## config.mk

```make
export PLATFORM = sky130hd
export DESIGN_NAME = arf_access_sequencer
export DESIGN_NICKNAME = d
export VERILOG_FILES = /design/src/rtl/arf_pkg.sv /design/src/rtl/arf_rr_arbiter.sv /design/src/rtl/arf_access_sequencer.sv
export SDC_FILE = /design/constraint.sdc
export NUM_CORES = 1
export LEC_CHECK = 0
export ABC_AREA = 1
export BUFFER_PORTS_ARGS = -buffer_cell sky130_fd_sc_hd__buf_2
export CAP_MARGIN = 20
export CORE_MARGIN = 2
export CORE_UTILIZATION = 44
export CTS_CLUSTER_DIAMETER = 60
export DETAILED_ROUTE_END_ITERATION = 8
export GPL_ROUTABILITY_DRIVEN = 0
export PLACE_DENSITY = 0.81
export REMOVE_ABC_BUFFERS = 1
export SLEW_MARGIN = 20
export SYNTH_ARGS = -nofsm -noshare
export SYNTH_HDL_FRONTEND = slang
export SYNTH_SLANG_ARGS = --single-unit
```

## constraint.sdc

```tcl
create_clock -name i_clk -period 2.1 [get_ports i_clk]
set_input_delay 0.21 -clock i_clk [delete_from_list [all_inputs] [get_ports i_clk]]
set_output_delay 0.21 -clock i_clk [all_outputs]
set_load 0.02 [all_outputs]
```

## src/rtl/arf_pkg.sv

```systemverilog
// Shared encodings for the AddressRegisterFile control fields and the sequencer state machine.
package arf_pkg;

  localparam int unsigned NUM_REQ   = 3;
  localparam int unsigned REQ_FETCH = 0;
  localparam int unsigned REQ_STK   = 1;
  localparam int unsigned REQ_LD    = 2;

  localparam logic [1:0] FUN_DEC  = 2'b00;
  localparam logic [1:0] FUN_INC  = 2'b01;
  localparam logic [1:0] FUN_LOAD = 2'b10;
  localparam logic [1:0] FUN_CLR  = 2'b11;

  localparam logic [2:0] RS_NONE = 3'b000;
  localparam logic [2:0] RS_PC   = 3'b100;
  localparam logic [2:0] RS_AR   = 3'b010;
  localparam logic [2:0] RS_SP   = 3'b001;

  localparam logic [1:0] SEL_PC = 2'b00;
  localparam logic [1:0] SEL_SP = 2'b10;
  localparam logic [1:0] SEL_AR = 2'b11;

  typedef enum logic [2:0] {
    ST_IDLE    = 3'd0,
    ST_F_ADDR  = 3'd1,
    ST_F_INC   = 3'd2,
    ST_PU_DEC  = 3'd3,
    ST_PU_ADDR = 3'd4,
    ST_PO_ADDR = 3'd5,
    ST_PO_INC  = 3'd6,
    ST_LOAD    = 3'd7
  } state_t;

  // Maps the OutSel-style load target onto the one-hot RegSel enable.
  function automatic logic [2:0] ld_reg_sel(input logic [1:0] sel);
    case (sel)
      SEL_SP:  ld_reg_sel = RS_SP;
      SEL_AR:  ld_reg_sel = RS_AR;
      default: ld_reg_sel = RS_PC;
    endcase
  endfunction

endpackage

```

## src/rtl/arf_rr_arbiter.sv

```systemverilog
// Three-way arbiter: round-robin from a rotating pointer, or fixed priority fetch > stack > load.
module arf_rr_arbiter
  import arf_pkg::*;
#(
  parameter bit RR_EN = 1'b1
) (
  input  logic                 i_clk,
  input  logic                 i_rst_n,
  input  logic [NUM_REQ-1:0]   i_req,
  input  logic                 i_update,
  output logic [NUM_REQ-1:0]   o_gnt_c
);

  logic [1:0]         r_ptr;
  logic [1:0]         w_ptr_nxt;
  logic [NUM_REQ-1:0] w_rot;
  logic [NUM_REQ-1:0] w_pick;

  // Lowest set bit wins after rotating the request vector so the pointer sits at bit 0.
  always_comb begin
    w_rot     = i_req;
    w_pick    = '0;
    o_gnt_c   = '0;
    w_ptr_nxt = r_ptr;
    if (RR_EN) begin
      case (r_ptr)
        2'd1:    w_rot = {i_req[0], i_req[2], i_req[1]};
        2'd2:    w_rot = {i_req[1], i_req[0], i_req[2]};
        default: w_rot = i_req;
      endcase
      w_pick = w_rot & 3'(~w_rot + 3'd1);
      case (r_ptr)
        2'd1:    o_gnt_c = {w_pick[1], w_pick[0], w_pick[2]};
        2'd2:    o_gnt_c = {w_pick[0], w_pick[2], w_pick[1]};
        default: o_gnt_c = w_pick;
      endcase
      if (o_gnt_c[REQ_FETCH])    w_ptr_nxt = 2'd1;
      else if (o_gnt_c[REQ_STK]) w_ptr_nxt = 2'd2;
      else if (o_gnt_c[REQ_LD])  w_ptr_nxt = 2'd0;
    end else begin
      w_pick  = i_req & 3'(~i_req + 3'd1);
      o_gnt_c = w_pick;
    end
  end

  always_ff @(posedge i_clk or negedge i_rst_n) begin
    if (!i_rst_n) begin
      r_ptr <= 2'd0;
    end else if (i_update) begin
      r_ptr <= w_ptr_nxt;
    end
  end

endmodule

```

## src/rtl/arf_access_sequencer.sv

```systemverilog
// Grants the AddressRegisterFile to fetch, stack or load requesters and plays out each
// short micro-sequence on the ARF control lines, flagging cycles that carry a memory address.
module arf_access_sequencer
  import arf_pkg::*;
#(
  parameter int unsigned WIDTH = 16,
  parameter bit          RR_EN = 1'b1
) (
  input  logic             i_clk,
  input  logic             i_rst_n,
  input  logic             i_fetch_req,
  output logic             o_fetch_ack,
  input  logic             i_stk_req,
  input  logic             i_stk_pop,
  output logic             o_stk_ack,
  input  logic             i_ld_req,
  input  logic [1:0]       i_ld_sel,
  input  logic [WIDTH-1:0] i_ld_data,
  output logic             o_ld_ack,
  output logic [WIDTH-1:0] o_i,
  output logic [2:0]       o_reg_sel,
  output logic [1:0]       o_fun_sel,
  output logic [1:0]       o_out_c_sel,
  output logic [1:0]       o_out_d_sel,
  output logic             o_addr_valid,
  output logic             o_busy
);

  state_t             r_state;
  state_t             w_state_nxt;
  logic [NUM_REQ-1:0] w_gnt;
  logic [NUM_REQ-1:0] w_req;

  logic [WIDTH-1:0]   w_i;
  logic [2:0]         w_reg_sel;
  logic [1:0]         w_fun_sel;
  logic [1:0]         w_out_d_sel;
  logic               w_addr_valid;
  logic               w_fetch_ack;
  logic               w_stk_ack;
  logic               w_ld_ack;

  assign w_req = {i_ld_req, i_stk_req, i_fetch_req};

  arf_rr_arbiter #(
    .RR_EN (RR_EN)
  ) u_arb (
    .i_clk    (i_clk),
    .i_rst_n  (i_rst_n),
    .i_req    (w_req),
    .i_update (r_state == ST_IDLE),
    .o_gnt_c  (w_gnt)
  );

  always_ff @(posedge i_clk or negedge i_rst_n) begin
    if (!i_rst_n) r_state <= ST_IDLE;
    else          r_state <= w_state_nxt;
  end

  // Next state, then the control word for that state so every output leaves a flop.
  always_comb begin
    w_state_nxt  = r_state;
    w_i          = '0;
    w_reg_sel    = RS_NONE;
    w_fun_sel    = FUN_DEC;
    w_out_d_sel  = SEL_PC;
    w_addr_valid = 1'b0;
    w_fetch_ack  = 1'b0;
    w_stk_ack    = 1'b0;
    w_ld_ack     = 1'b0;

    case (r_state)
      ST_IDLE: begin
        if (w_gnt[REQ_FETCH])    w_state_nxt = ST_F_ADDR;
        else if (w_gnt[REQ_STK]) w_state_nxt = i_stk_pop ? ST_PO_ADDR : ST_PU_DEC;
        else if (w_gnt[REQ_LD])  w_state_nxt = ST_LOAD;
      end
      ST_F_ADDR:  w_state_nxt = ST_F_INC;
      ST_PU_DEC:  w_state_nxt = ST_PU_ADDR;
      ST_PO_ADDR: w_state_nxt = ST_PO_INC;
      default:    w_state_nxt = ST_IDLE;
    endcase

    // LOAD is only ever entered from IDLE, so the live LdSel/LdData are the grant-time values.
    case (w_state_nxt)
      ST_F_ADDR: begin
        w_out_d_sel  = SEL_PC;
        w_addr_valid = 1'b1;
      end
      ST_F_INC: begin
        w_reg_sel   = RS_PC;
        w_fun_sel   = FUN_INC;
        w_fetch_ack = 1'b1;
      end
      ST_PU_DEC: begin
        w_reg_sel = RS_SP;
        w_fun_sel = FUN_DEC;
      end
      ST_PU_ADDR: begin
        w_out_d_sel  = SEL_SP;
        w_addr_valid = 1'b1;
        w_stk_ack    = 1'b1;
      end
      ST_PO_ADDR: begin
        w_out_d_sel  = SEL_SP;
        w_addr_valid = 1'b1;
      end
      ST_PO_INC: begin
        w_reg_sel = RS_SP;
        w_fun_sel = FUN_INC;
        w_stk_ack = 1'b1;
      end
      ST_LOAD: begin
        w_reg_sel = ld_reg_sel(i_ld_sel);
        w_fun_sel = FUN_LOAD;
        w_i       = i_ld_data;
        w_ld_ack  = 1'b1;
      end
      default: ;
    endcase
  end

  always_ff @(posedge i_clk or negedge i_rst_n) begin
    if (!i_rst_n) begin
      o_i          <= '0;
      o_reg_sel    <= RS_NONE;
      o_fun_sel    <= FUN_DEC;
      o_out_d_sel  <= SEL_PC;
      o_addr_valid <= 1'b0;
      o_fetch_ack  <= 1'b0;
      o_stk_ack    <= 1'b0;
      o_ld_ack     <= 1'b0;
      o_busy       <= 1'b0;
    end else begin
      o_i          <= w_i;
      o_reg_sel    <= w_reg_sel;
      o_fun_sel    <= w_fun_sel;
      o_out_d_sel  <= w_out_d_sel;
      o_addr_valid <= w_addr_valid;
      o_fetch_ack  <= w_fetch_ack;
      o_stk_ack    <= w_stk_ack;
      o_ld_ack     <= w_ld_ack;
      o_busy       <= (w_state_nxt != ST_IDLE);
    end
  end

  assign o_out_c_sel = SEL_PC;

endmodule

```

# Yosys cells after proc, flatten, opt, wreduce, memory -nomap -nowiden

Index checks and enable logic that the tools add are counted.

Memories: 0
ROM bits: 0
Register bits after elaboration: 33
Latch bits: 0
Memory bits (writable): 0

Reductions and logical operators: 9
Multiplexer cells: 19
Shifts and indexed selects: 0
Eq/ne operators: 14
Add/subtract/negate cells: 1
Div/mod/pow operators: 0
Order comparisons: 0
Bitwise logic cells: 2
Multiply operators: 0

Operator list:

| cell                  | count |
|---|---|
| $pmux W3 S2           | 3 |
| $mux W16              | 1 |
| $eq A3 B3 Y1 const B  | 5 |
| $mux W3               | 4 |
| $pmux W3 S4           | 1 |
| $eq A3 B2 Y1 const B  | 3 |
| $pmux W3 S3           | 1 |
| $mux W2               | 4 |
| $reduce_or A2 Y1      | 4 |
| $eq A2 B2 Y1 const B  | 3 |
| $eq A3 B1 Y1 const B  | 2 |
| $reduce_bool A3 Y1    | 2 |
| $mux W1               | 4 |
| $pmux W2 S2           | 1 |
| $add A3 B1 Y3 const B | 1 |
| $and A3 B3 Y3         | 1 |
| $logic_not A3 Y1      | 1 |
| $not A3 Y3            | 1 |
| $reduce_or A3 Y1      | 1 |
| $eq A2 B1 Y1 const B  | 1 |
| $reduce_and A2 Y1     | 1 |

# Longest topological paths before layout

Gate-level depths: netlist of the first run.

Word-level depth: 13
Mapped depth: 17
Mapped depth without buffers: 16

# Hierarchy

A second synthesis of the first run with hierarchy kept.

Cell total of the unflattened synthesis: 168
Area total of the unflattened synthesis: 1,501.4 µm²

By module, submodules not included:

| module               | area each (µm²) | instances | sequential area each (µm²) | cells an instance |
|---|---|---|---|---|
| arf_access_sequencer | 1,188.6         | 1         | 725.7                      | 112 |
| arf_rr_arbiter       | 312.8           | 1         | 50.0                       | 56 |

# Worst setup path after synthesis of the first run

OpenSTA, ideal clock, no wires.

Path type: flip-flop to flip-flop
Start: register u_arb.r_ptr[0]
End: register o_reg_sel[1]
Data required time: 1.984 ns
Setup slack: -0.018 ns
Stages on the path, launching flop included: 17
Buffers on the path: 1
Data arrival time: 2.001 ns
Cell sequence: dfrtp_1 inv_1 ha_1 inv_2 or2_4 nand2_4 nand2_2 inv_2 nand3_1 nand3_1 nand2_1 and2_4 nand2_4 nand2_4 nand2_8 buf_12 nor2_4

Word-level cells in the longest chain between the ends: 13
Elaborated cells between the ends (all ways): 17

Ends and longest elaborated chain:

| what                                         | RTL line                                   | RTL |
|---|---|---|
| start: declaration                           | arf_rr_arbiter.sv:14                       | `logic [1:0] r_ptr;` |
| start signal: assignment                     | arf_rr_arbiter.sv:50                       | `r_ptr <= w_ptr_nxt;` |
| $eq A2 B2 Y1 or $eq A2 B1 Y1 (tied branches) | arf_rr_arbiter.sv:26, arf_rr_arbiter.sv:32 |  |
| $pmux W3 S2                                  | arf_rr_arbiter.sv:26                       | `case (r_ptr)` |
| $not A3 Y3                                   | arf_rr_arbiter.sv:31                       | `w_pick = w_rot & 3'(~w_rot + 3'd1);` |
| $add A3 B1 Y3                                | arf_rr_arbiter.sv:31                       |  |
| $and A3 B3 Y3                                | arf_rr_arbiter.sv:31                       |  |
| $pmux W3 S2 *                                | arf_rr_arbiter.sv:32                       | `case (r_ptr)` |
| $mux W3                                      | arf_access_sequencer.sv:76                 | `else if (w_gnt[REQ_LD]) w_state_nxt = ST_LOAD;` |
| $mux W3                                      | arf_access_sequencer.sv:75                 | `else if (w_gnt[REQ_STK]) w_state_nxt = i_stk_pop ? ST_PO_ADDR : ST_PU_DEC;` |
| $mux W3 *                                    | arf_access_sequencer.sv:74                 | `if (w_gnt[REQ_FETCH]) w_state_nxt = ST_F_ADDR;` |
| $pmux W3 S4 *                                | arf_access_sequencer.sv:72                 | `case (r_state)` |
| named net w_state_nxt[2]                     | arf_access_sequencer.sv:30                 | `state_t w_state_nxt;` |
| $eq A3 B3 Y1 or $eq A3 B2 Y1 (tied branches) | arf_access_sequencer.sv:85                 | `case (w_state_nxt)` |
| $reduce_or A2 Y1 (no source line)            | --                                         |  |
| $pmux W3 S3 *                                | arf_access_sequencer.sv:85                 |  |
| named net w_reg_sel[1]                       | arf_access_sequencer.sv:35                 | `logic [2:0] w_reg_sel;` |
| end signal: assignment                       | arf_access_sequencer.sv:136                | `o_reg_sel <= w_reg_sel;` |
| end: declaration                             | arf_access_sequencer.sv:21                 | `output logic [2:0] o_reg_sel,` |

Mark *: on every way through the listed nets, which the timed path passes. The rest lies on a longest branch.
A chain may end at the register's enable or synchronous reset.

# Final worst setup path of the first run

Start: register u_arb.r_ptr[1]
End: register o_busy

Word-level cells in the longest chain between the ends: 11
Elaborated cells between the ends (all ways): 12

Ends and longest elaborated chain:

| what                                         | RTL line                                   | RTL |
|---|---|---|
| $eq A2 B2 Y1 or $eq A2 B1 Y1 (tied branches) | arf_rr_arbiter.sv:26, arf_rr_arbiter.sv:32 |  |
| $pmux W3 S2                                  | arf_rr_arbiter.sv:26                       |  |
| $not A3 Y3                                   | arf_rr_arbiter.sv:31                       |  |
| $add A3 B1 Y3                                | arf_rr_arbiter.sv:31                       |  |
| $and A3 B3 Y3                                | arf_rr_arbiter.sv:31                       |  |
| $pmux W3 S2 *                                | arf_rr_arbiter.sv:32                       |  |
| $mux W3                                      | arf_access_sequencer.sv:76                 |  |
| $mux W3                                      | arf_access_sequencer.sv:75                 |  |
| $mux W3 *                                    | arf_access_sequencer.sv:74                 |  |
| $pmux W3 S4 *                                | arf_access_sequencer.sv:72                 |  |
| $reduce_bool A3 Y1 *                         | arf_access_sequencer.sv:143                | `o_busy <= (w_state_nxt != ST_IDLE);` |
| end signal: assignment                       | arf_access_sequencer.sv:143                |  |
| end: declaration                             | arf_access_sequencer.sv:26                 | `output logic o_busy` |

Mark *: on every way between the ends. The rest lies on a longest branch, timed or not.

==> results of run 1 <==
[flip-flops by register name (all words and copies together) (netlist names)]
signal	cells
o_addr_valid	1
u_arb.r_ptr	2
r_state	3
o_reg_sel	3
o_stk_ack	1
o_out_d_sel	1
o_i	16
o_fun_sel	2
o_fetch_ack	1
o_busy	1
o_ld_ack	1
[metal layers]
| layer | vias to the layer above | global-route usage [%] | share of wire (%) |
|---|---|---|---|
| met5 | - | 0 | 0 |
| met4 | 0 | 5.83 | 2.4 |
| met3 | 7 | 2.70 | 3.2 |
| li1 | 601 | - | - |
| met2 | 28 | 26.2 | 52 |
| met1 | 530 | 17.3 | 42 |
[what timing repair did]
item,in CTS,in global routing
endpoints found under the setup margin,10,26
resized for setup,1,26
pin swaps,0,9
setup buffers,0,1
endpoints found under the hold margin,32,0
hold buffers,1,0
cloned,0,3
[stage by stage]
| step | hold WS (ns) | power (uW) | cell area (sq um) | util (%) | setup WS [ns] |
|---|---|---|---|---|---|
| global placement | 0.276 | 1970 | 1800 | 54.5 | 0.0577 |
| global route | 0.0699 | 2970 | 2050 | 62.0 | -0.0975 |
| CTS | 0.0770 | 2470 | 1900 | 57.5 | 0.00118 |
| detailed placement | 0.280 | 1990 | 1800 | 54.5 | -0.00408 |
| finish | 0.0847 | 2770 | 2050 | 62.0 | 0.0427 |
| floorplan | -0.0856 | 1660 | 1470 | - | 0.0266 |
[Yosys cell counts (2+ instances only)]
master   instances  share of area, %
nor2_1          19               4.8
o21ai_0          2              0.67
nand2_1         27               6.8
nand2_2          5               2.1
nand3_1         12               4.0
nand2_4          3               2.2
ha_1             3               2.5
inv_2            5               1.3
inv_1           30               7.5
dfrtp_1         32                53
nand3_2          2               1.3
buf_4            3               1.5
nor2_4           8               6.0
a21oi_1          2              0.67
[path summary, 6_finish.rpt]
path | cells after the start | startpoint | slack [ns] | endpoint
max in group asynchronous | 2 | i_rst_n | 1.20 | u_arb.r_ptr[1]
worst min register to register | 1 | r_state[1] | 0.50 | o_fun_sel[0]
worst min-delay path | 3 | i_ld_data[3] | 0.08 | o_i[3]
min in group asynchronous | 2 | i_rst_n | 0.47 | o_reg_sel[0]
worst max register to register | 13 | u_arb.r_ptr[1] | 0.04 | o_busy
worst max-delay path | 13 | u_arb.r_ptr[1] | 0.04 | o_busy
[power groups by stage]
stage                     logic, uW  registers [uW]  clock network [uW]
after global placement         1170             801                   0
after global routing           1680             810                 486
after floorplan                 739             922                   0
after CTS                      1220             796                 453
final                          1530             796                 447
after detailed placement       1180             805                   0
[layout make-up]
class,instances,area (sq um)
Clock buffer,6,41.3
Clock inverter,2,35.0
Fill cell,278,1260
Inverter,35,139
Multi-Input combinational cell,95,682
Sequential cell,32,801
Tap cell,46,57.6
Timing Repair Buffer,56,298
[critical path, stage by stage, from the launching register on]
cell and delay [ns]:
dfrtp_1 0.41, ha_4 0.29, inv_4 0.04, or2_4 0.26, nand2_4 0.08, nand2_2 0.05, inv_2 0.06, nand3_2 0.06
nand3_2 0.07, nand2_2 0.06, and2_4 0.17, nand2_8 0.10, nand3_2 0.08, or2_1 0.22
[cell families (layout without fill, tap and decap cells)]
| logic type | Yosys count | after routing | synth area share [%] |
|---|---|---|---|
| AO/OA/AOI/OAI | 4 | 4 | 1.33 |
| adder cells (fa/ha/maj) | 3 | 3 | 2.50 |
| buffers and inverters | 39 | 99 | 11.6 |
| flip-flops | 32 | 32 | 53.3 |
| other | 1 | 3 | 0.250 |
| AND/OR/NAND/NOR | 82 | 85 | 31.0 |
==> summary.md, run 1 <==
| Metric | Value |
|---|---|
| Register bit total from synthesis | `32` |
| Setup Viol. Count Final | `0` |
| Post-Route Skew | `roughly 0.01 ns` |
| Syn-to-layout area delta | `36.8%` |
| CTS max path bufs | `2` |
| Via count | `approximately 1.2k` |
| Post-Layout Cell Count | `about 270` |
| Synth async-reset ratio | `100%` |
| Die Ht | `about 62 um` |
| Root buffer selected by CTS | `clkbuf_4` |
| Max Clock Freq | `0.486 GHz` |
| Reg clk slew, reported paths | `roughly 0.090 ns` |
| CTS tree | `built` |
| Vias in the first global route | `approximately 1.0k` |
| H-tree depth | `2` |
| Nets@finish | `252` |
| Critical Path AT | `approximately 2.3 ns` |
| Final HPWL DP | `approximately 1900 um` |
| Layout cells sized above 1 | `between 40% and 50%` |
| Cell total after placement | `259` |
| DRT Pass-1 Iters | `4` |
| Fin crit share | `98.0%` |
| Commonest cells after routing, fill and taps aside | `buf_2, dfrtp_1, inv_1, nand2_1, nor2_1` |
| Critical Path Sink Type | `register` |
| RSZ-0062 raised after global routing | `yes` |
| Outcome | `completed` |
| Horiz. Die Dim | `62.4 um` |
| Syn Area/Cell | `slightly above 9 sq um` |
| Die area | `around 3900 sq um` |
| Global-route wire length before repair | `between 4000 and 5000 um` |
| Clk pwr share | `16.1%` |
| Combinational power share | `55.2%` |
| Yosys cell types | `22` |
| Largest net degree at the start of global routing | `33` |
| Number of port buffers | `50` |
| Clock sink total | `32` |
| Antenna-violating nets left | `0` |
| Synth Flop Type | `dfrtp_1` |
| EDFF count, synth | `0` |
| WL/cell | `between 10 and 15 um` |
| Antenna cells | `0` |
| Startpoint Class | `register` |
| Initial core utilization | `45.4%` |
| Setup TNS | `0 ns` |
| P_sw | `approximately 1200 uW` |
| Core Rows | `21` |
| Peak VDD IR | `0.521 mV` |
| Vias per cell | `between 4 and 5` |
| Final hold violation count | `0` |
| Commonest non-fill, non-tap cell in the layout | `buf_2` |
| Synthesized instance count | `161` |
| Fin. max-slew vios | `0` |
| Core Area | `~3300 sq um` |
| Initial antenna violation count | `0` |
| Ratio of total power to cell area | `around 1300 nW/um^2` |
| Sequential area share after synthesis | `around 53%` |
| Total CTS buffers | `5` |
| DRC errors left | `0` |
| Top Ports | `54` |
| CP Class | `reg2reg` |
| Post-route minimum period | `approximately 2.1 ns` |
| Hold crit path type | `in2reg` |
| Internal | `1540 uW` |
| Sw Ratio | `between 40% and 50%` |
| Mapped Area | `roughly 1500 sq um` |
| Pleak | `~0.0012 uW` |
| Critical Path RT | `about 2.3 ns` |
| Slew margin rel. | `a little under three fifths` |
| Starting DRT DRC Count | `28` |
| Grt ovf | `0` |
| Maxcap violations | `0` |
| Final wirelength | `between 2000 and 3000 um` |
| Sequential share of power | `between 20% and 30%` |
| Crit path max fanout | `5` |
| Latest clock arrival within the worst-skew pair | `0.32 ns` |
| Synth warn | `0` |
| GRT Total Usage | `between 10% and 20%` |
| Slew @ Worst Pin | `0.659 ns` |
Note: power is estimated with default switching activity, not from simulation.
==> run 2: changes to the inputs <==
--- a/config.mk
+++ b/config.mk
@@ -6,14 +6,15 @@
 export NUM_CORES = 1
 export LEC_CHECK = 0
 export ABC_AREA = 1
-export BUFFER_PORTS_ARGS = -buffer_cell sky130_fd_sc_hd__buf_2
 export CAP_MARGIN = 20
+export CORE_ASPECT_RATIO = 1.5
 export CORE_MARGIN = 2
-export CORE_UTILIZATION = 44
+export CORE_UTILIZATION = 55
 export CTS_CLUSTER_DIAMETER = 60
 export DETAILED_ROUTE_END_ITERATION = 8
+export DONT_BUFFER_PORTS = 1
 export GPL_ROUTABILITY_DRIVEN = 0
-export PLACE_DENSITY = 0.81
+export PLACE_DENSITY = 0.79
 export REMOVE_ABC_BUFFERS = 1
 export SLEW_MARGIN = 20
 export SYNTH_ARGS = -nofsm -noshare
==> run 2 against run 1 <==
  * The run now ends with setup timing left
  * Die area decreased by 19%
  * Worst hold slack worse by 0.053 ns
  * Sequential share of layout area grew 3.4 points
  * First-iteration DRC count did not move
==> summary.md, run 2 (synthesis results as in run 1) <==
| Metric | Value |
|---|---|
| Critical Path RT | `2.26 ns (-0.05 ns)` |
| Number of port buffers | `0 (-100%)` |
| Commonest non-fill, non-tap cell in the layout | `dfrtp_1` |
| R2R depth | `13 (unchanged)` |
| Vias in the first global route | `1,015 (-1.6%)` |
| Latest clock arrival within the worst-skew pair | `0.28 ns (-0.04 ns)` |
| Startpoint Class | `register` |
| Top Ports | `54 (unchanged)` |
| Post-route minimum period | `2.15 ns (+0.0956 ns)` |
| Failing checks | `setup timing` |
| Max Clock Freq | `0.464 GHz (-4.4%)` |
| CTS tree | `built` |
| Final wirelength | `3260 um (+14%)` |
| WL/cell | `15.0 um (+42%)` |
| Root buffer selected by CTS | `clkbuf_8` |
| Worst slack, placed | `-0.0678 ns (-0.0637 ns)` |
| Final hold violation count | `0 (unchanged)` |
| Post-Route Skew | `0.00525 ns (-0.00452 ns)` |
| Nets@finish | `207 (-18%)` |
| Clock sink total | `32 (unchanged)` |
| CTS max path bufs | `2 (unchanged)` |
| Largest register FFs | `16 (unchanged)` |
| DRT Pass-1 Iters | `4 (unchanged)` |
| Critical Path AT | `2.31 ns (+0.04 ns)` |
| Reg clk slew, reported paths | `0.06 ns (-0.03 ns)` |
| Crit path max fanout | `5 (unchanged)` |
| Fin crit share | `103% (+4.6 points)` |
| Initial antenna violation count | `0 (unchanged)` |
| Crit-path leading delay family | `simple AND/OR/NAND/NOR gates` |
| Final HPWL DP | `2000 um (+4.2%)` |
| Die area | `3170 sq um (-19%)` |
| Setup Viol. Count Final | `16 (+16)` |
| Vias per cell | `4.94 (+15%)` |
| Total CTS buffers | `5 (unchanged)` |
| Layout cells sized above 1 | `35.9% (-10 points)` |
| Syn-to-layout area delta | `25.7%` |
| Antenna cells | `0 (unchanged)` |
| Outcome | `complete, but fails checks` |
| GRT Total Usage | `20.6% (+6.0 points)` |
| Critical Path Max Stage Delay | `0.41 ns (about the same)` |
| Peak VDD IR | `0.801 mV (+54%)` |
| Fin. max-slew vios | `0 (unchanged)` |
| DRC errors left | `0 (unchanged)` |
| Hold Path Cell Cnt | `2 (-1)` |
| Core Area | `2650 sq um (-20%)` |
| Ratio of total power to cell area | `1550 nW/um^2 (+15%)` |
| Maxcap violations | `0 (unchanged)` |
| Via count | `1,077 (-7.6%)` |
| Setup TNS | `-0.159 ns (-0.159 ns)` |
| Commonest cells after routing, fill and taps aside | `dfrtp_1, inv_1, nand2_1, nor2_1` |
| WP depth | `13 (unchanged)` |
| Final worst setup slack | `-0.0529 ns (-0.0956 ns)` |
| Largest Register | `o_i` |
| Starting DRT DRC Count | `28 (unchanged)` |
| Total power draw | `2920 uW (+5.4%)` |
| Hold crit path type | `in2reg` |
| Crit-path cells | `ha_4, inv_4, or2_4, nand2_4, nand2_2, inv_2, nand3_2, nand3_2, nand2_2, and2_4, nand2_8, nand3_4, or2_1` |
| Top flop regs | `o_i: 16 flops, o_reg_sel: 3 flops, r_state: 3 flops` |
| Grt ovf | `0 (unchanged)` |
| Pleak | `0.000988 uW (-18%)` |
| Initial core utilization | `56.7% (+11 points)` |
| H-tree depth | `2 (unchanged)` |
| Bufs and invs on worst path | `2 (unchanged)` |
| Fin util | `71.3% (+9.2 points)` |
| Die Ht | `68.0 um (+8.9%)` |
| RSZ-0062 raised after global routing | `yes` |
| Critical path's slowest cell | `dfrtp_1` |
| Horiz. Die Dim | `46.7 um (-25%)` |
| Antenna-violating nets left | `0 (unchanged)` |
| Hold slack | `0.0313 ns (-0.0534 ns)` |
| Core Rows | `23 (+9.5%)` |
| Global-route wire length before repair | `4380 um (-1.1%)` |
| Largest net degree at the start of global routing | `33 (unchanged)` |
| CP Class | `reg2reg` |
| Critical Path Sink Type | `register` |
## run 2: cell types whose count changed in the layout (fill, tap and decap cells not counted), sizes merged
cell / change
buf: -45
bufinv: -1
clkinv: -1
clkbuf: +2
## run 2: final cells by class
cell class              count  area [sq um]
fillers                   196           761
well taps                  37          46.3
inverters                  35           141
clock buffers               8          90.1
flip-flops and latches     32           801
repair buffers             11          97.6
multi-input cells          95           711
## run 2: final timing paths
| path | start | endpoint | slack, ns |
|---|---|---|---|
| min in group asynchronous | i_rst_n | o_addr_valid | 0.37 |
| max reg2reg | u_arb.r_ptr[1] | o_busy | -0.05 |
| min | i_ld_data[7] | o_i[7] | 0.03 |
| max | u_arb.r_ptr[1] | o_busy | -0.05 |
| max in group asynchronous | i_rst_n | o_reg_sel[2] | 1.57 |
| min reg2reg | r_state[2] | o_fetch_ack | 0.49 |
## run 2: per-stage QoR
stage	cell area, sq um	std cells
final	1890	218
after global routing	1890	218
after floorplan	1470	159
after detailed placement	1540	200
after global placement	1540	200
after CTS	1710	212
## run 2: power breakdown
part           switching (uW)  internal, uW  leakage [uW]  total (uW)
registers                 183           750      0.000434         933
clock network             204           267     0.0000455         471
logic                     954           564      0.000508        1520
## run 2: repair_timing
action                                  CTS  global route
resized for setup                         4            33
pin swaps                                 1            16
hold buffers                              2             0
cloned                                    2             1
hold endpoints to repair                 32             0
endpoints found under the setup margin   20            25
setup buffers                             0             5
## run 2: per-layer routing
metal  global-route usage, %  vias up  share of wire (%)
li1                        -      509                  -
met1                    17.4      523                 30
met2                    39.2       38                 61
met3                    7.65        7                5.7
met4                    10.4        0                2.6
met5                       0        -                  0
## run 2: worst reg2reg max path, cell delays in order (launching register included)
cell	delay [ns]
dfrtp_1	0.41
ha_4	0.29
inv_4	0.04
or2_4	0.27
nand2_4	0.08
nand2_2	0.05
inv_2	0.06
nand3_2	0.07
nand3_2	0.09
nand2_2	0.07
and2_4	0.18
nand2_8	0.09
nand3_4	0.08
or2_1	0.25
==> run 3: changes to the inputs <==
--- a/config.mk
+++ b/config.mk
@@ -19,4 +19,5 @@
 export SLEW_MARGIN = 20
 export SYNTH_ARGS = -nofsm -noshare
 export SYNTH_HDL_FRONTEND = slang
+export SYNTH_HIERARCHICAL = 1
 export SYNTH_SLANG_ARGS = --single-unit
==> constraint.sdc (replaced) <==
create_clock -name i_clk -period 1.7 [get_ports i_clk]
set_input_delay 0.17 -clock i_clk [delete_from_list [all_inputs] [get_ports i_clk]]
set_output_delay 0.17 -clock i_clk [all_outputs]
set_load 0.02 [all_outputs]
==> run 3 against run 2 <==
  * The flow still finishes with violations (setup timing)
  * Via count up 8.6%
  * Largest cell class unchanged
  * First-iteration DRC count down 14%
  * Worst hold slack worse by 0.020 ns
  * Sequential power up 38%
  * Combinational power up 110%
  * Largest power group unchanged
  * Non-clock buffer count up 19
  * Area after synthesis unchanged
  * Worst setup slack worse by 0.47 ns
==> summary.md, run 3 <==
| Metric | Value |
|---|---|
| Outcome | `complete, but fails checks` |
| Failing checks | `setup timing` |
| Root buffer selected by CTS | `clkbuf_8` |
| CTS max path bufs | `2 (unchanged)` |
| Final hold violation count | `0 (unchanged)` |
| Critical path's slowest cell | `dfrtp_1` |
| Sw Ratio | `46.2% (+0.35 points)` |
| DRC errors left | `0 (unchanged)` |
| Share of Yosys cell area claimed by the top area cell type | `51.7% (-1.7 points)` |
| Worst slack, placed | `-0.540 ns (-0.472 ns)` |
| Reg clk slew, reported paths | `0.06 ns (about the same)` |
| Combinational power share | `63.4% (+11 points)` |
| Antenna-violating nets left | `0 (unchanged)` |
| Critical Path Max Stage Delay | `0.43 ns (+0.02 ns)` |
| RSZ-0062 raised after global routing | `yes` |
| Internal | `2670 uW (+69%)` |
| Setup Viol. Count Final | `28 (+12)` |
| R2r endpoint | `o_i[15]` |
| Yosys cell types | `21 (-4.5%)` |
| Layout cells sized above 1 | `40.6% (+4.7 points)` |
| CTS tree | `built` |
| Synth warn | `6 (+6)` |
| Largest net degree at the start of global routing | `32 (-3.0%)` |
| Largest register FFs | `16 (unchanged)` |
| Hold crit path type | `in2reg` |
| Syn Area/Cell | `8.94 sq um (-4.2%)` |
| Peak VDD IR | `1.49 mV (+86%)` |
| CP Class | `reg2reg` |
| Global-route wire length before repair | `5060 um (+15%)` |
| Via count | `1,170 (+8.6%)` |
| Top Ports | `54 (unchanged)` |
| R2R setup slack | `-0.52 ns (-0.47 ns)` |
| Critical Path RT | `1.91 ns (-0.35 ns)` |
| Horiz. Die Dim | `46.7 um (unchanged)` |
| Mapped Area | `1500 sq um (unchanged)` |
| Max Clock Freq | `0.450 GHz (-3.2%)` |
| Final HPWL DP | `2240 um (+12%)` |
| GRT Total Usage | `23.9% (+3.3 points)` |
| Hold wc startpoint | `i_ld_sel[0]` |
| Synthesized instance count | `168 (+4.3%)` |
| Slew @ Worst Pin | `0.542 ns` |
| Total CTS buffers | `5 (unchanged)` |
| Synth area leaders | `dfrtp_1, nand2_1, inv_1, nor2_4, nor2_1` |
| Vias in the first global route | `1,227 (+21%)` |
| Initial core utilization | `56.7% (unchanged)` |
| Clk pwr share | `10.7% (-5.4 points)` |
| P_sw | `2300 uW (+72%)` |
| H-tree depth | `2 (unchanged)` |
| Die Ht | `68.0 um (unchanged)` |
| Hold Path Cell Cnt | `2 (unchanged)` |
| Largest Register | `o_i` |
| Placed Area | `1630 sq um (+5.5%)` |
| Core Rows | `23 (unchanged)` |
| Post-Route Skew | `0.00361 ns (-0.00164 ns)` |
| Syn-to-layout area delta | `35.2%` |
| Hold EP | `o_reg_sel[1]` |
| Synth async-reset ratio | `100% (unchanged)` |
| Initial antenna violation count | `0 (unchanged)` |
| Core Area | `2650 sq um (unchanged)` |
| Post-route minimum period | `2.22 ns (+0.0708 ns)` |
| Synth area leader | `dfrtp_1` |
| Final worst setup slack | `-0.524 ns (-0.471 ns)` |
| Reg-to-Reg Start | `u_arb/r_ptr[1]` |
| Post-Layout Cell Count | `239 (+9.6%)` |
| Crit-path cells | `ha_4, inv_6, or2_4, nand2_4, nand4_1, nand2_1, nand2_2, inv_2, nor2_4, nor2_2, nand3_4, inv_2, nand2_4, buf_12, nor2_2` |
| Latest clock arrival within the worst-skew pair | `0.28 ns (about the same)` |
| Crit path max fanout | `10 (+5)` |
| Fin crit share | `131% (+28 points)` |
| Final wirelength | `3410 um (+4.5%)` |
| Hold slack | `0.0116 ns (-0.0197 ns)` |
| EDFF count, synth | `0 (unchanged)` |
| Critical Path Sink Type | `register` |
| Nets@finish | `227 (+9.7%)` |
| Die area | `3170 sq um (unchanged)` |
| R2R depth | `15 (+2)` |
| Register bit total from synthesis | `31 (-3.1%)` |
| Final instance area | `2030 sq um (+7.6%)` |
| Synth Flop Type | `dfrtp_1` |
| Maxcap violations | `0 (unchanged)` |
| Cell total after placement | `215 (+7.5%)` |
| Commonest cells after routing, fill and taps aside | `dfrtp_1, nand2_1, inv_1, buf_4, nor2_1` |
| Slew margin rel. | `between 60% and 70%` |
| Starting DRT DRC Count | `24 (-14%)` |
| DRT Pass-1 Iters | `4 (unchanged)` |
| Critical Path AT | `2.43 ns (+0.12 ns)` |
| Clock sink total | `31 (-3.1%)` |
| Setup TNS | `-12.67 ns (-12.51 ns)` |
| Count leader, synth | `nand2_1` |
| Ratio of total power to cell area | `2450 nW/um^2 (+58%)` |
| Pleak | `0.00112 uW (+14%)` |
| Sequential share of power | `25.9% (-6.0 points)` |
| Sequential area share after synthesis | `51.7% (-1.7 points)` |
| WL/cell | `14.3 um (-4.6%)` |
| Most common library cells after synthesis | `nand2_1, dfrtp_1, inv_1` |
| Fin. max-slew vios | `0 (unchanged)` |
| Vias per cell | `4.90 (-0.91%)` |
| Number of port buffers | `0 (unchanged)` |
| Top flop regs | `o_i: 16 flops, o_reg_sel: 3 flops, r_state: 3 flops` |
| Grt ovf | `0 (unchanged)` |
| Antenna cells | `0 (unchanged)` |
| Startpoint Class | `register` |
| Commonest non-fill, non-tap cell in the layout | `dfrtp_1` |
[run 3: logic make-up (layout without fill, tap and decap cells)]
| family | count (synthesis) | in the layout | share of synthesized area [%] |
|---|---|---|---|
| compound gates | 3 | 3 | 1.08 |
| buf+inv | 41 | 73 | 12.6 |
| fa+ha+maj | 2 | 2 | 1.67 |
| simple gates | 90 | 90 | 32.8 |
| flops | 31 | 31 | 51.7 |
| other cells | 1 | 3 | 0.250 |
[run 3: power groups by stage]
stage	registers (uW)	logic [uW]	clock network (uW)
CTS	1280	2830	547
global placement	1280	1900	0
detailed placement	1290	2020	0
finish	1290	3150	532
floorplan	1260	1310	0
global route	1310	3390	573
[run 3: worst max-delay path by stage]
stage	slack (ns)	cells after the start	start	end
global placement	-0.44	13	u_arb/r_ptr[1]	o_busy
detailed placement	-0.54	12	u_arb/r_ptr[1]	o_busy
floorplan	-0.53	13	u_arb/r_ptr[1]	o_i[0]
finish	-0.52	15	u_arb/r_ptr[1]	o_i[15]
CTS	-0.46	15	u_arb/r_ptr[1]	o_i[15]
global route	-0.62	15	u_arb/r_ptr[1]	o_i[0]
[run 3: layout make-up]
cell class	instances	area, sq um
clock buffer	7	76.3
clock inverter	1	5.00
fill	180	618
inverter	35	136
multi-input combinational	98	692
sequential	31	776
tap	37	46.3
timing repair buffer	30	298
[run 3: routing by layer]
layer  part of all wire (%)  wire length [um]  track usage [%]  vias to the layer above
li1                       -                 -                -                      552
met1                     31              1060             18.5                      551
met2                     58              1980             44.4                       49
met3                    5.4               183             7.65                       18
met4                    5.6               192             19.1                        0
met5                      0                 0                0                        -
[run 3: metrics by stage]
step                utilization (%)  total power (uW)
floorplan                         -              2570
global placement               61.5              3190
detailed placement             61.5              3310
CTS                            73.9              4660
global route                   76.7              5270
finish                         76.7              4970
[run 3: repair_timing]
item | 4_1_cts | 5_1_grt
pin swaps | 3 | 9
setup endpoints to repair | 28 | 28
setup buffers | 7 | 3
hold buffers | 7 | 2
hold endpoints to repair | 36 | 2
resized for setup | 27 | 16
[run 3: critical path: cells and delay by family (launching register included)]
family / cells / cell delay, ns
AND/OR/NAND/NOR: 10 / 1.05
flip-flops: 1 / 0.43
buffers and inverters: 4 / 0.36
adder cells (fa/ha/maj): 1 / 0.31
